[src/rtl/pll_reset_sequencer.sv]
// Qualifies PLL lock through a two-flop synchroniser and releases N_CH resets in staggered order.
// All outputs registered; loss of lock re-asserts every reset 3 edges after the raw flag drops. No backpressure.
module pll_reset_sequencer #(
    parameter int N_CH        = 4,
    parameter int LOCK_CYCLES = 16,
    parameter int STAGGER     = 8,
    parameter int HOLD_CYCLES = 32,
    parameter int LOSS_W      = 8
) (
    input  logic              CLOCK_50,
    input  logic              reset,
    input  logic              locked,
    output logic [N_CH-1:0]   rst_out,
    output logic              ready,
    output logic              lock_lost,
    output logic [LOSS_W-1:0] loss_count
);

    localparam int QW = (LOCK_CYCLES > 1) ? $clog2(LOCK_CYCLES) : 1;
    localparam int SW = (STAGGER > 1) ? $clog2(STAGGER) : 1;
    localparam int HW = (HOLD_CYCLES > 1) ? $clog2(HOLD_CYCLES) : 1;

    localparam logic [QW-1:0]   Q_LAST  = QW'(LOCK_CYCLES - 1);
    localparam logic [SW-1:0]   S_LAST  = SW'(STAGGER - 1);
    localparam logic [HW-1:0]   H_LAST  = HW'(HOLD_CYCLES - 1);
    localparam logic [N_CH-1:0] ALL_ON  = {N_CH{1'b1}};
    localparam logic [N_CH-1:0] FIRST_R = ALL_ON << 1;

    typedef enum logic [1:0] {
        QUALIFY,
        RELEASE,
        RUN,
        HOLD
    } state_t;

    state_t      state;
    logic        sync_a;
    logic        locked_s;
    logic [QW-1:0] qcnt;
    logic [SW-1:0] scnt;
    logic [HW-1:0] hcnt;
    logic        lose;

    always_comb begin
        lose = 1'b0;
        if ((state == RELEASE || state == RUN) && !locked_s) begin
            lose = 1'b1;
        end
    end

    // rst_out doubles as the release pointer: each stagger shifts one more zero in from bit 0,
    // so released channels can never re-assert individually.
    always_ff @(posedge CLOCK_50 or posedge reset) begin
        if (reset) begin
            sync_a     <= 1'b0;
            locked_s   <= 1'b0;
            state      <= QUALIFY;
            qcnt       <= '0;
            scnt       <= '0;
            hcnt       <= '0;
            rst_out    <= ALL_ON;
            ready      <= 1'b0;
            lock_lost  <= 1'b0;
            loss_count <= '0;
        end else begin
            sync_a    <= locked;
            locked_s  <= sync_a;
            lock_lost <= 1'b0;
            if (lose) begin
                state     <= HOLD;
                hcnt      <= '0;
                rst_out   <= ALL_ON;
                ready     <= 1'b0;
                lock_lost <= 1'b1;
                if (loss_count != {LOSS_W{1'b1}}) begin
                    loss_count <= loss_count + 1'b1;
                end
            end else begin
                case (state)
                    QUALIFY: begin
                        if (!locked_s) begin
                            qcnt <= '0;
                        end else if (qcnt == Q_LAST) begin
                            state   <= RELEASE;
                            qcnt    <= '0;
                            scnt    <= '0;
                            rst_out <= FIRST_R;
                        end else begin
                            qcnt <= qcnt + 1'b1;
                        end
                    end
                    RELEASE: begin
                        if (rst_out == '0) begin
                            state <= RUN;
                            ready <= 1'b1;
                        end else if (scnt == S_LAST) begin
                            scnt    <= '0;
                            rst_out <= rst_out << 1;
                        end else begin
                            scnt <= scnt + 1'b1;
                        end
                    end
                    RUN: begin
                        ready <= 1'b1;
                    end
                    HOLD: begin
                        // Lock state is ignored here; requalification starts from zero afterwards.
                        if (hcnt == H_LAST) begin
                            state <= QUALIFY;
                            qcnt  <= '0;
                        end else begin
                            hcnt <= hcnt + 1'b1;
                        end
                    end
                    default: begin
                        state <= QUALIFY;
                    end
                endcase
            end
        end
    end

endmodule

[config.mk]
export PLATFORM = sky130hd
export DESIGN_NAME = pll_reset_sequencer
export DESIGN_NICKNAME = d
export VERILOG_FILES = /design/src/rtl/pll_reset_sequencer.sv
export SDC_FILE = /design/constraint.sdc
export NUM_CORES = 1
export LEC_CHECK = 0
export CAP_MARGIN = 30
export CELL_PAD_IN_SITES_DETAIL_PLACEMENT = 1
export CELL_PAD_IN_SITES_GLOBAL_PLACEMENT = 2
export CORE_UTILIZATION = 37
export DETAILED_ROUTE_END_ITERATION = 7
export PLACE_DENSITY = 0.89
export SYNTH_ARGS = -nofsm -noshare
export SYNTH_HDL_FRONTEND = slang
export SYNTH_SLANG_ARGS = --single-unit
[constraint.sdc]
create_clock -name CLOCK_50 -period 2.1 [get_ports CLOCK_50]
set_input_delay 0.42 -clock CLOCK_50 [delete_from_list [all_inputs] [get_ports CLOCK_50]]
set_output_delay 0.42 -clock CLOCK_50 [all_outputs]
set_load 0.02 [all_outputs]
**Yosys cells after proc, flatten, opt, wreduce, memory -nomap -nowiden**

Index checks and enable logic that the tools add are counted.

- Multiplexer cells: 29
- Bitwise gates (word level): 1
- Reduce and logical (&&, ||, !) cells: 18
- Equal/unequal tests: 18
- Add/sub/neg operators: 4

Operators by type and width:

| cell | number |
|---|---|
| $mux 4 | 8 |
| $pmux 4 s2 | 2 |
| $mux 5 | 3 |
| $reduce_and 5->1 | 3 |
| $mux 3 | 4 |
| $ne 3x3->1 const B | 4 |
| $mux 2 | 5 |
| $ne 2x2->1 const B | 5 |
| $add 8x1->8 const B | 1 |
| $ne 8x8->1 const B | 1 |
| $ne 3x2->1 const B | 2 |
| $pmux 2 s3 | 1 |
| $pmux 3 s2 | 1 |
| $reduce_and 2->1 | 3 |
| $reduce_bool 2->1 | 3 |
| $reduce_bool 3->1 | 2 |
| $add 5x1->5 const B | 1 |
| $eq 5x5->1 const B | 1 |
| $add 4x1->4 const B | 1 |
| $eq 2x2->1 const B | 2 |
| $eq 4x4->1 const B | 1 |
| $logic_not 4->1 | 1 |
| $mux 1 | 4 |
| $reduce_bool 4->1 | 1 |
| 10 further kinds | 10 |

- Bits of input ports: 3
- Output and inout port bits: 14
- Word-level logic and storage cells: 80
- Bits in registers: 30

**Longest topological paths before layout**

- Depth after elaboration: 6
- Mapped depth: 9
- Depth with buffers taken out: 7

**Worst setup path before layout**

Ideal clock, no wire load.

- Path type: register to register
- Start: reg hcnt[0]
- End: reg qcnt[3]
- Buffers on the path: 2
- Cell stages (with the launch flop): 10
- Required time: 2.008 ns
- Library setup time: 0.092 ns
- Data arrival time: 1.677 ns
- Clock period less this slack: 1.769 ns
- Path slack: 0.331 ns
- Path through: dfrtp_1 -> ha_1 -> and3_1 -> ha_1 -> nor2b_4 -> buf_6 -> or2_1 -> buf_6 -> nand2b_4 -> o31ai_2

- Cells in the longest elaborated chain, start to end: 3

RTL lines:

| what | line | source |
|---|---|---|
| from (decl) | 41 | `logic [HW-1:0] hcnt;` |
| from (signal assigned) | 112 | `hcnt <= hcnt + 1'b1;` |
| $eq 5x5->1 | 108 | `if (hcnt == H_LAST) begin` |
| $ne 2x2->1 (no line) | -- |  |
| $reduce_and 3->1 (no line) | -- |  |
| to (signal assigned) | 89 | `qcnt <= qcnt + 1'b1;` |
| to (decl) | 39 | `logic [QW-1:0] qcnt;` |

Every way passes these cells.
A chain may end at the register's enable or synchronous reset.

**Worst setup path after layout**

- Start: reg hcnt[0]
- End: reg state[1]

- Cells in the longest elaborated chain, start to end: 3

RTL lines:

| what | line | source |
|---|---|---|
| $eq 5x5->1 | 108 |  |
| $ne 3x3->1 (no line) | -- |  |
| $reduce_and 5->1 (no line) | -- |  |
| to (signal assigned) | 94 | `state <= RUN;` |
| to (signal assigned) | 109 | `state <= QUALIFY;` |
| to (signal assigned) | 116 | `state <= QUALIFY;` |
| to (decl) | 36 | `state_t state;` |

Every way passes these cells.

==> results_tabular.tex <==
\begin{tabular}{lr}
\hline
Metric & Value \\
\hline
\multicolumn{2}{l}{\textbf{Timing}} \\
\quad Max Freq & a little over 0.5 GHz \\
\quad Transition time of the tightest slew-check pin & approximately 0.38 ns \\
\quad Number of setup violations in the final report & 0 \\
\quad RSZ-0062 raised after global routing & false \\
\quad Post-route fraction of the period consumed by the critical path & 0.9257 \\
\quad Minimum clock period & roughly 1.9 ns \\
\quad Final-report hold violation count & 0 \\
\quad Slew Limit Fails & 0 \\
\quad Setup TNS & 0 ns \\
\quad Final clock skew & 0.005709 ns \\
\quad Slew margin rel. & 0.7423 \\
\multicolumn{2}{l}{\textbf{Drt}} \\
\quad Number of detailed-routing iterations run before antenna repair & 2 \\
\quad DR vias & approximately 1200 \\
\quad Iter 0 DRT Violations & 28 \\
\quad Number of DRC violations after detailed routing & 0 \\
\quad Detailed-route wire length & around 3.6 mm \\
\quad Remaining antenna violation count & 0 \\
\quad Average via count per standard cell & 5.426 \\
\quad Average wire per cell in the routed design & around 16 um \\
\multicolumn{2}{l}{\textbf{Global route}} \\
\quad Antenna violations before repair & 0 \\
\quad GR Util All Layers & 0.1897 \\
\quad Vias in the first global route & 1330 \\
\quad Total global routing overflow & 0 \\
\quad Maximum number of pins on one net before global-route repair & 31 \\
\quad Wire length of the first global-routing pass & $\sim$6.4 mm \\
\multicolumn{2}{l}{\textbf{Pwr}} \\
\quad Sequential share of power & 0.342 \\
\quad Switching share of power & 0.4125 \\
\quad Pwr dens & approximately 1400 mW/mm2 \\
\quad Max rail drop VDD & roughly 630 uV \\
\quad Reported net switching power & approximately 1.1 mW \\
\quad Post-route total power & roughly 2.8 mW \\
\quad Proportion of power drawn by the clock network & 0.172 \\
\quad Cell-internal power & around 1.6 mW \\
\quad Leakage dissipation & about 0.9 nW \\
\quad Gate power share & 0.486 \\
\multicolumn{2}{l}{\textbf{Die}} \\
\quad Die span in x & between 60 and 70 um \\
\quad Floorplan row count & 23 \\
\quad Die Footprint & around 0.0047 mm2 \\
\quad Placeable core region & about 0.004 mm2 \\
\quad Initial core utilization & 0.3962 \\
\quad Vertical die dimension & 68.38 um \\
\quad I/O pin count & 17 \\
\multicolumn{2}{l}{\textbf{CTS}} \\
\quad PostCTS Resize Cnt & 0 \\
\quad Clock net sink count & 30 \\
\quad CTS clk-pin slew, worst paths & roughly 0.070 ns \\
\quad Clock tree from TritonCTS & built \\
\quad Max Buffers Root-to-Sink & 2 \\
\quad Number of hold buffers added after cts & 0 \\
\quad Number of CTS-inserted buffers & 5 \\
\quad H-tree depth reported by CTS & 2 \\
\quad CTS root buffer & clkbuf\_8 \\
\quad Setup Buffers After CTS & 0 \\
\quad Clock latency on the worst-skew pair & around 0.28 ns \\
\multicolumn{2}{l}{\textbf{Worst setup path}} \\
\quad Type of origin of the critical path & flop \\
\quad Maximum fanout count along the critical path & 7 \\
\quad Timing endpoint of the critical path & state[1] \\
\quad Critical path arrival & 2.12 ns \\
\quad CP Data Required Time & about 2.3 ns \\
\quad Cells on worst reg2reg path & 7 \\
\quad Startpoint of the most critical setup path & hcnt[0] \\
\quad Launch point of the worst reg-to-reg path & hcnt[0] \\
\quad Worst setup EP type & flop \\
\quad Terminus of the critical flop-to-flop path & state[1] \\
\quad Flop2flop setup slack & $\sim$0.16 ns \\
\quad Kind of critical path & reg2reg \\
\multicolumn{2}{l}{\textbf{Yosys}} \\
\quad Multiplexer share of the synthesized area & 0.05679 \\
\quad Largest family of logic cells by synthesized area & simple AND/OR/NAND/NOR gates \\
\quad Register bit total from synthesis & 30 \\
\quad Mapped Area & roughly 0.0016 mm2 \\
\quad Count of cell types in the netlist & 43 \\
\quad Synth Area in Adders & 0.07675 \\
\quad Part of the Yosys area used for sequential elements & 0.4635 \\
\quad Number of warnings issued by yosys & 0 \\
\quad Post-synth net total & $\sim$160 \\
\quad Cell count after synthesis & 150 \\
\quad Complex-gate fraction of the synthesized area & 0.1274 \\
\quad Fraction of synthesized cell area in xor and xnor cells & 0.04298 \\
\quad Per-instance average area after synthesis & about 11 um2 \\
\quad Simple-gate area share of the yosys netlist & 0.1896 \\
\multicolumn{2}{l}{\textbf{Place}} \\
\quad DP HPWL & roughly 2.6 mm \\
\quad Port Buffers & 16 \\
\quad Routability congestion estimate from global placement & 0.7987 \\
\multicolumn{2}{l}{\textbf{Final layout}} \\
\quad Final core utilization & 0.4707 \\
\quad Syn-to-layout area delta & 18.80\% \\
\quad Fraction of final layout cells with drive strength greater than 1 & 0.1618 \\
\quad Net count of the finished layout & around 190 \\
\quad Antenna diode count & 0 \\
\multicolumn{2}{l}{\textbf{Min path}} \\
\quad Type of the worst min-delay path & reg2reg \\
\multicolumn{2}{l}{\textbf{Status}} \\
\quad Outcome & complete, no violations \\
\multicolumn{2}{l}{\textbf{Job}} \\
\quad Maxcap violations & 0 \\
\hline
\end{tabular}
==> synth_stat cells (all sizes together) <==
cell,instances,area [um2]
nand4,5,31.28
o2111ai,1,8.760
ha,10,125.1
nor3,6,30.03
a31oi,2,12.51
mux2i,7,70.07
buf,5,40.04
o21ai,9,52.55
a21o,2,15.01
a21oi,5,28.78
nor2b,4,32.53
a2111oi,1,27.53
nor2,10,37.54
xnor2,3,26.28
inv,8,30.03
o211ai,1,12.51
nand2,9,36.29
nand3,5,25.02
xor2,5,43.79
and3,5,31.28
dfrtp,26,650.6
a2bb2oi,1,8.760
o31ai,2,20.02
mux2,2,22.52
nand2b,5,38.78
a211oi,1,12.51
a41oi,1,8.760
nor4,2,27.53
or2,2,12.52
dfstp,4,105.1
and2,1,6.260
==> cell usage in the layout (no fill, tap or decap), types with 4 or more instances in the layout <==
master and count:
a21oi_1 4, and3_1 5, buf_4 4, clkbuf_8 6, clkdlybuf4s50_1 16, dfrtp_1 26
dfstp_2 4, ha_1 10, inv_1 7, mux2i_1 7, nand2_1 8, nand2b_1 4
nand3_1 5, nand4_1 5, nor2_1 10, nor3_1 6, o21ai_0 4, xor2_1 5
==> layout make-up <==
type	count	area, um2
Inverter	8	32.53
Fill cell	464	2178
Tap cell	50	62.56
Timing Repair Buffer	20	190.2
Multi-Input combinational cell	107	804.5
Clock inverter	1	5.005
Sequential cell	30	755.7
Clock buffer	7	86.33
==> routing by layer <==
| layer | wire [um] | vias up | track usage |
|---|---|---|---|
| met5 | 0 | - | 0 |
| met4 | 96 | 0 | 0.09375 |
| met3 | 87 | 11 | 0.04167 |
| met2 | 1793 | 21 | 0.3113 |
| met1 | 1625 | 606 | 0.2328 |
| li1 | - | 572 | - |
==> registers in the layout, indices dropped and copies added (netlist names), 2 cells and up <==
name and count:
loss_count 8, hcnt 5, qcnt 4, rst_out 4, scnt 3, state 2
==> worst min path at each step <==
stage | startpoint | to | slack (ns) | cells past startpoint
finish | sync_a | locked_s | 0.36 | 0
global route | sync_a | locked_s | 0.37 | 0
CTS | sync_a | locked_s | 0.37 | 0
detailed placement | sync_a | locked_s | 0.35 | 0
global placement | sync_a | locked_s | 0.34 | 0
floorplan | sync_a | locked_s | 0.33 | 0
==> stage by stage <==
step / cell area, um2 / cells / setup WS (ns) / hold slack, ns
after global routing: 1937 / 223 / 0.02753 / 0.3719
after global placement: 1843 / 215 / 0.2597 / 0.3429
after CTS: 1934 / 223 / 0.1695 / 0.3696
after detailed placement: 1843 / 215 / 0.1931 / 0.3542
final: 1937 / 223 / 0.1561 / 0.3618
after floorplan: 1630 / 150 / 0.3313 / 0.3312
==> power by group through the flow <==
stage	registers [mW]	clock network, mW	logic, mW
after floorplan	1.01	0	0.904
after global placement	0.932	0	1.27
after detailed placement	0.952	0	1.34
after CTS	0.950	0.499	1.34
after global routing	0.973	0.516	1.48
final	0.946	0.476	1.34
==> cell families (layout without fill, tap and decap cells) <==
logic type,count (synthesis),count (layout)
AND/OR/NAND/NOR,54,54
adder cells (fa/ha/maj),10,10
XOR/XNOR,8,8
flip-flops,30,30
AO/OA/AOI/OAI,26,26
multiplexers,9,9
buffers and inverters,13,36
==> critical path: stages (launching register included) <==
cell,delay [ns]
dfrtp_1,0.42
ha_1,0.23
and3_1,0.19
ha_1,0.21
nor2b_4,0.18
or2_1,0.26
o31ai_1,0.13
a31oi_1,0.22
Power figures use the tool's default switching activity.
